File: src/rtl/cmd_uart_bridge.sv
// UART front end: assembles 3-byte host commands into cmd/cmd_rdy and
// serialises single-byte core responses onto TX (8N1, LSB first).
module cmd_uart_bridge #(
   parameter int CLKS_PER_BIT = 2604,
   parameter int TIMEOUT_BITS = 30
) (
   input  logic        clk,
   input  logic        rst,
   input  logic        RX,
   output logic        TX,
   output logic [23:0] cmd,
   output logic        cmd_rdy,
   input  logic        clr_cmd_rdy,
   input  logic [7:0]  resp_data,
   input  logic        send_resp,
   output logic        resp_sent,
   output logic        frm_err,
   output logic        ovr
);

   localparam int CNT_W = $clog2(CLKS_PER_BIT);
   localparam logic [CNT_W-1:0] BIT_LAST   = CNT_W'(CLKS_PER_BIT - 1);
   localparam logic [CNT_W-1:0] BIT_PENULT = CNT_W'(CLKS_PER_BIT - 2);
   localparam logic [CNT_W-1:0] HALF_LAST  = CNT_W'(CLKS_PER_BIT / 2 - 1);
   localparam int TO_CYCLES = TIMEOUT_BITS * CLKS_PER_BIT;
   localparam int TO_W = $clog2(TO_CYCLES);
   localparam logic [TO_W-1:0] TO_LAST = TO_W'(TO_CYCLES - 1);

   typedef enum logic [1:0] {S_IDLE, S_START, S_DATA, S_STOP} uart_state_e;

   logic              rx_meta_q, rx_s_q;
   uart_state_e       rx_state_q, rx_state_d;
   logic [CNT_W-1:0]  rx_cnt_q, rx_cnt_d;
   logic [2:0]        rx_bit_q, rx_bit_d;
   logic [7:0]        rx_shift_q, rx_shift_d;
   logic              rx_ferr_q, rx_ferr_d;
   logic              byte_acc, ferr_evt;

   logic [1:0]        byte_cnt_q, byte_cnt_d;
   logic [15:0]       shadow_q, shadow_d;
   logic [23:0]       cmd_q, cmd_d;
   logic              cmd_rdy_q, cmd_rdy_d;
   logic              frm_err_q, frm_err_d;
   logic              ovr_q, ovr_d;
   logic [TO_W-1:0]   to_cnt_q, to_cnt_d;

   uart_state_e       tx_state_q, tx_state_d;
   logic [CNT_W-1:0]  tx_cnt_q, tx_cnt_d;
   logic [2:0]        tx_bit_q, tx_bit_d;
   logic [7:0]        tx_shift_q, tx_shift_d;
   logic              tx_q, tx_d;
   logic              resp_sent_q, resp_sent_d;

   assign TX        = tx_q;
   assign cmd       = cmd_q;
   assign cmd_rdy   = cmd_rdy_q;
   assign resp_sent = resp_sent_q;
   assign frm_err   = frm_err_q;
   assign ovr       = ovr_q;

   always_ff @(posedge clk) begin
      if (rst) begin
         rx_meta_q   <= 1'b1;
         rx_s_q      <= 1'b1;
         rx_state_q  <= S_IDLE;
         rx_cnt_q    <= '0;
         rx_bit_q    <= '0;
         rx_ferr_q   <= 1'b0;
         byte_cnt_q  <= '0;
         cmd_q       <= '0;
         cmd_rdy_q   <= 1'b0;
         frm_err_q   <= 1'b0;
         ovr_q       <= 1'b0;
         to_cnt_q    <= '0;
         tx_state_q  <= S_IDLE;
         tx_cnt_q    <= '0;
         tx_bit_q    <= '0;
         tx_q        <= 1'b1;
         resp_sent_q <= 1'b0;
      end else begin
         rx_meta_q   <= RX;
         rx_s_q      <= rx_meta_q;
         rx_state_q  <= rx_state_d;
         rx_cnt_q    <= rx_cnt_d;
         rx_bit_q    <= rx_bit_d;
         rx_ferr_q   <= rx_ferr_d;
         byte_cnt_q  <= byte_cnt_d;
         cmd_q       <= cmd_d;
         cmd_rdy_q   <= cmd_rdy_d;
         frm_err_q   <= frm_err_d;
         ovr_q       <= ovr_d;
         to_cnt_q    <= to_cnt_d;
         tx_state_q  <= tx_state_d;
         tx_cnt_q    <= tx_cnt_d;
         tx_bit_q    <= tx_bit_d;
         tx_q        <= tx_d;
         resp_sent_q <= resp_sent_d;
      end
   end

   // Pure datapath registers carry no reset; their contents are qualified by control state.
   always_ff @(posedge clk) begin
      rx_shift_q <= rx_shift_d;
      shadow_q   <= shadow_d;
      tx_shift_q <= tx_shift_d;
   end

   always_comb begin
      rx_state_d = rx_state_q;
      rx_cnt_d   = rx_cnt_q + 1'b1;
      rx_bit_d   = rx_bit_q;
      rx_shift_d = rx_shift_q;
      rx_ferr_d  = rx_ferr_q;
      byte_acc   = 1'b0;
      ferr_evt   = 1'b0;
      case (rx_state_q)
         S_IDLE: begin
            rx_cnt_d  = '0;
            rx_ferr_d = 1'b0;
            if (!rx_s_q) rx_state_d = S_START;
         end
         S_START: begin
            if (rx_cnt_q == HALF_LAST) begin
               rx_cnt_d   = '0;
               rx_bit_d   = '0;
               rx_state_d = rx_s_q ? S_IDLE : S_DATA;
            end
         end
         S_DATA: begin
            if (rx_cnt_q == BIT_LAST) begin
               rx_cnt_d   = '0;
               rx_shift_d = {rx_s_q, rx_shift_q[7:1]};
               rx_bit_d   = rx_bit_q + 3'd1;
               if (rx_bit_q == 3'd7) rx_state_d = S_STOP;
            end
         end
         S_STOP: begin
            // After a bad stop bit, hold here until the line returns high.
            if (rx_ferr_q) begin
               rx_cnt_d = '0;
               if (rx_s_q) rx_state_d = S_IDLE;
            end else if (rx_cnt_q == BIT_LAST) begin
               rx_cnt_d = '0;
               if (rx_s_q) begin
                  byte_acc   = 1'b1;
                  rx_state_d = S_IDLE;
               end else begin
                  ferr_evt  = 1'b1;
                  rx_ferr_d = 1'b1;
               end
            end
         end
         default: rx_state_d = S_IDLE;
      endcase
   end

   always_comb begin
      byte_cnt_d = byte_cnt_q;
      shadow_d   = shadow_q;
      cmd_d      = cmd_q;
      cmd_rdy_d  = cmd_rdy_q & ~clr_cmd_rdy;
      frm_err_d  = ferr_evt;
      ovr_d      = 1'b0;
      to_cnt_d   = '0;
      if (ferr_evt) begin
         byte_cnt_d = '0;
      end else if (byte_acc) begin
         case (byte_cnt_q)
            2'd0: begin
               shadow_d[15:8] = rx_shift_q;
               byte_cnt_d     = 2'd1;
            end
            2'd1: begin
               shadow_d[7:0] = rx_shift_q;
               byte_cnt_d    = 2'd2;
            end
            default: begin
               byte_cnt_d = '0;
               // A pending acknowledge in this same cycle frees the slot for the new command.
               if (cmd_rdy_q && !clr_cmd_rdy) begin
                  ovr_d = 1'b1;
               end else begin
                  cmd_d     = {shadow_q, rx_shift_q};
                  cmd_rdy_d = 1'b1;
               end
            end
         endcase
      end else if (byte_cnt_q != 2'd0 && rx_state_q == S_IDLE) begin
         if (to_cnt_q == TO_LAST) byte_cnt_d = '0;
         else                     to_cnt_d   = to_cnt_q + 1'b1;
      end
   end

   always_comb begin
      tx_state_d  = tx_state_q;
      tx_cnt_d    = tx_cnt_q + 1'b1;
      tx_bit_d    = tx_bit_q;
      tx_shift_d  = tx_shift_q;
      tx_d        = tx_q;
      resp_sent_d = 1'b0;
      case (tx_state_q)
         S_IDLE: begin
            tx_cnt_d = '0;
            tx_d     = 1'b1;
            if (send_resp) begin
               tx_shift_d = resp_data;
               tx_d       = 1'b0;
               tx_state_d = S_START;
            end
         end
         S_START: begin
            if (tx_cnt_q == BIT_LAST) begin
               tx_cnt_d   = '0;
               tx_bit_d   = '0;
               tx_d       = tx_shift_q[0];
               tx_state_d = S_DATA;
            end
         end
         S_DATA: begin
            if (tx_cnt_q == BIT_LAST) begin
               tx_cnt_d   = '0;
               tx_shift_d = {1'b0, tx_shift_q[7:1]};
               tx_bit_d   = tx_bit_q + 3'd1;
               if (tx_bit_q == 3'd7) begin
                  tx_d       = 1'b1;
                  tx_state_d = S_STOP;
               end else begin
                  tx_d = tx_shift_q[1];
               end
            end
         end
         S_STOP: begin
            // Registered pulse lands on the final cycle of the stop bit.
            resp_sent_d = (tx_cnt_q == BIT_PENULT);
            if (tx_cnt_q == BIT_LAST) tx_state_d = S_IDLE;
         end
         default: tx_state_d = S_IDLE;
      endcase
   end

endmodule

File: config.mk
export PLATFORM = sky130hd
export DESIGN_NAME = cmd_uart_bridge
export DESIGN_NICKNAME = d
export VERILOG_FILES = /design/src/rtl/cmd_uart_bridge.sv
export SDC_FILE = /design/constraint.sdc
export NUM_CORES = 1
export LEC_CHECK = 0
export BUFFER_PORTS_ARGS = -buffer_cell sky130_fd_sc_hd__buf_2
export CORE_MARGIN = 5
export CORE_UTILIZATION = 62
export CTS_BUF_LIST = sky130_fd_sc_hd__clkbuf_8
export DETAILED_ROUTE_END_ITERATION = 6
export GPL_ROUTABILITY_DRIVEN = 0
export PLACE_DENSITY = 0.92
export REMOVE_ABC_BUFFERS = 1
export SKIP_LAST_GASP = 1
export SYNTH_ARGS = -nofsm -noshare
export SYNTH_HDL_FRONTEND = slang
export SYNTH_SLANG_ARGS = --single-unit
File: constraint.sdc
create_clock -name clk -period 2.5 [get_ports clk]
set_clock_uncertainty 0.2 [all_clocks]
set_input_delay 0.5 -clock clk [delete_from_list [all_inputs] [get_ports clk]]
set_output_delay 0.5 -clock clk [all_outputs]
set_load 0.03 [all_outputs]
==> flow_metrics.py <==
metrics = {
    "synth": {
        "synth_most_common_cell": "dfxtp_1",
        "ys_warn_count": 0,
        "synth-edff-count": 32,
        "synth_top_area_frac": 0.339,
        "async_reset_ff_frac": 0,
        "synth.distinct_cells": 54,
        "syn_area_sq_um": 5030,
        "synthCells": 483,
        "yosys-top-cells-area": "dfxtp_1 34%, edfxtp_1 19%, mux2i_1 5.4%",
        "synth-seq-area-share": 0.530,
        "synth_top_cell_by_area": "dfxtp_1",
        "ys.flop_type": "dfxtp_1",
        "ys_ff_latch": 117,
        "yosys-top-cells-count": "85 x dfxtp_1, 61 x nand2_1, 47 x nor2_1",
        "avgSynthCellArea_sq_um": 10.4,
    },
    "clock_tree": {
        "cts-resized-gates": 0,
        "cts.path.max_buffers": 2,
        "cts_hold_buf": 0,
        "clock_sinks": 117,
        "cts-htree-levels": 4,
        "cts_tree": "done",
        "worstSkewPairLatency_ns": 0.42,
        "clk_pin_slew_ns": 0.08,
        "post_cts_buffers": 0,
        "cts_root_buf": "clkbuf_8",
        "cts_buffers": 17,
    },
    "worst_setup_path": {
        "r2r-end": "rx_state_q[0]",
        "reg2reg_slack_ns": 0.18,
        "cp_max_fo": 6,
        "path_class": "reg -> reg",
        "crit_path_end_kind": "flop",
        "worst_r2r_startpoint": "rx_cnt_q[0]",
        "reg2regPathDepth": 5,
        "startpoint_type": "flop",
        "cp.required_ns": 2.62,
        "arrival_ns": 2.43,
    },
    "die": {
        "die_w_microns": 100,
        "core-area_sq_um": 7810,
        "die_h_microns": 100,
        "core.rowCount": 32,
        "start_util": 0.644,
        "io_pins": 42,
        "dieArea_sq_um": 10000,
    },
    "pwr": {
        "pwr-share-comb": 0.134,
        "power.share.sequential": 0.489,
        "vdd_ir_drop_max_mv": 0.766,
        "p_leak_nw": 2.16,
        "p_clk_frac": 0.378,
        "switching_power_w": 0.00133,
        "swShare": 0.303,
        "p_per_area_nw_per_um2": 762,
        "cellInternalPower_w": 0.00306,
        "p_total_w": 0.00439,
    },
    "routing": {
        "drt-wirelength-per-cell_microns": 15.2,
        "drtPass1Iterations": 4,
        "drt-total-wl_microns": 9890,
        "detail-route-antenna-nets": 0,
        "vias": 3707,
        "drtIter0Drc": 204,
        "drc_errors": 0,
        "vias_per_cell": 5.70,
    },
    "global_routing": {
        "grt_usage": 0.208,
        "grt_pass1_vias": 3715,
        "grt_overflow": 0,
        "grt_pass1_wl_microns": 16600,
        "antenna_found_initial": 0,
        "grt_max_degree": 35,
    },
    "finish": {
        "syn_to_final_growth_pct": 14.5,
        "nets": 568,
        "finalNonFillerCells": 650,
        "nFillCells": 501,
        "fin_util": 0.737,
        "drive_gt1_frac": 0.186,
        "multi_input_area_sq_um": 2210,
        "seq_area_sq_um": 2660,
        "n_antenna_cell": 0,
    },
    "sta": {
        "fin_tns_setup_ns": 0,
        "period_share": 0.928,
        "hold_viol_final": 0,
        "max_slew_margin": 0.584,
        "worst_slew_pin_slew_ns": 0.624,
        "max_freq_mhz": 431,
        "setup_viol": 0,
        "post-route-min-period_ns": 2.32,
        "slew_viol_final": 0,
        "rsz0062_at_grt": "no",
    },
    "placed_design": {
        "hpwl_microns": 6820,
        "dp.cells": 618,
        "portBuffers": 41,
    },
    "run": {
        "maxCapViolations": 0,
    },
    "hold_path": {
        "hold_end": "rx_meta_q",
        "min-delay-start": "RX",
        "hold_depth": 2,
        "hold_path_class": "in -> reg",
    },
    "run_status": {
        "outcome": "completed",
    },
}
==> metal layers <==
layer | part of all wire | vias to the layer above | global-route usage
li1 | - | 1820 | -
met2 | 0.52 | 103 | 0.369
met3 | 0.052 | 17 | 0.0577
met1 | 0.41 | 1767 | 0.234
met4 | 0.016 | 0 | 0.0912
met5 | 0 | - | 0
==> registers in the layout, indices dropped and copies added (netlist names), 2 cells and up, named ones only <==
name	count
tx_shift_q	8
rx_shift_q	8
shadow_q	16
to_cnt_q	17
byte_cnt_q	2
rx_cnt_q	12
tx_state_q	2
tx_cnt_q	12
tx_bit_q	3
cmd	24
rx_bit_q	3
==> final cells by class <==
class / count / share of cell area
Timing Repair Buffer: 52 / 0.0522
Tap cell: 102 / 0.0222
Clock inverter: 15 / 0.0274
Inverter: 18 / 0.0117
Clock buffer: 17 / 0.0407
Sequential cell: 117 / 0.463
Multi-Input combinational cell: 329 / 0.383
==> stage by stage <==
step	hold WS, ns	area, sq um	setup slack [ns]
floorplan	0.189	4940	-0.0151
global placement	0.196	5360	0.373
detailed placement	0.193	5360	0.189
CTS	0.0303	5760	0.198
global route	0.0469	5760	0.0814
finish	0.0609	5760	0.181
==> worst max-delay path, cell delays in order, from the launching register on <==
cell and delay (ns):
dfxtp_1 0.39, ha_1 0.28, and4bb_2 0.35, a31oi_1 0.15, or4b_1 0.56, a221oi_1 0.29
==> power by group through the flow <==
stage	Sequential [W]	Combinational, W	Clock, W
final	0.00214	0.000587	0.00166
after global routing	0.00216	0.000646	0.00180
after CTS	0.00214	0.000580	0.00169
after detailed placement	0.00219	0.000570	0
after global placement	0.00217	0.000540	0
after floorplan	0.00218	0.000401	0
==> cells in the final DEF (no fill, tap or decap), drive strengths merged, types with 3 or more instances in the layout <==
cell type  netlist  routed
nor4             7       7
clkbuf          13      17
a21oi           12      12
nand2           61      61
a31oi            6       6
xnor2           10      10
and4             5       5
nor3             7       7
or3              7       7
xor2            20      20
ha              20      20
clkinv           1       6
dfxtp           85      85
o21ai           12      12
and3             7       7
nand3           18      18
edfxtp          32      32
buf              6      52
nand4           15      15
nor2            47      47
nor2b            5       5
mux2             8       8
inv             17      26
mux2i           27      27
nand4b           3       3
nor4bb           3       3
==> cells by family (layout without fill, tap and decap cells) <==
logic type | count (synthesis) | count (layout) | share of synthesized area
DFF | 117 | 117 | 0.530
muxes | 35 | 35 | 0.0717
adders and majority gates | 20 | 20 | 0.0498
xor gates and xnor gates | 30 | 30 | 0.0523
and+or+nand+nor | 201 | 201 | 0.211
AOI/OAI and AO/OA | 43 | 43 | 0.0540
buffers and inverters | 37 | 102 | 0.0314
==> worst max path at each step <==
stage	from	end	slack, ns	depth (start not counted)
floorplan	rx_cnt_q[0]	cmd[0]	-0.02	5
global placement	rx_cnt_q[0]	shadow_q[4]	0.37	5
detailed placement	rx_cnt_q[0]	rx_state_q[0]	0.19	5
CTS	rx_cnt_q[0]	rx_state_q[0]	0.20	5
global route	rx_cnt_q[0]	shadow_q[7]	0.08	5
finish	rx_cnt_q[0]	rx_state_q[0]	0.18	5
(Power assumes the default switching activity.)
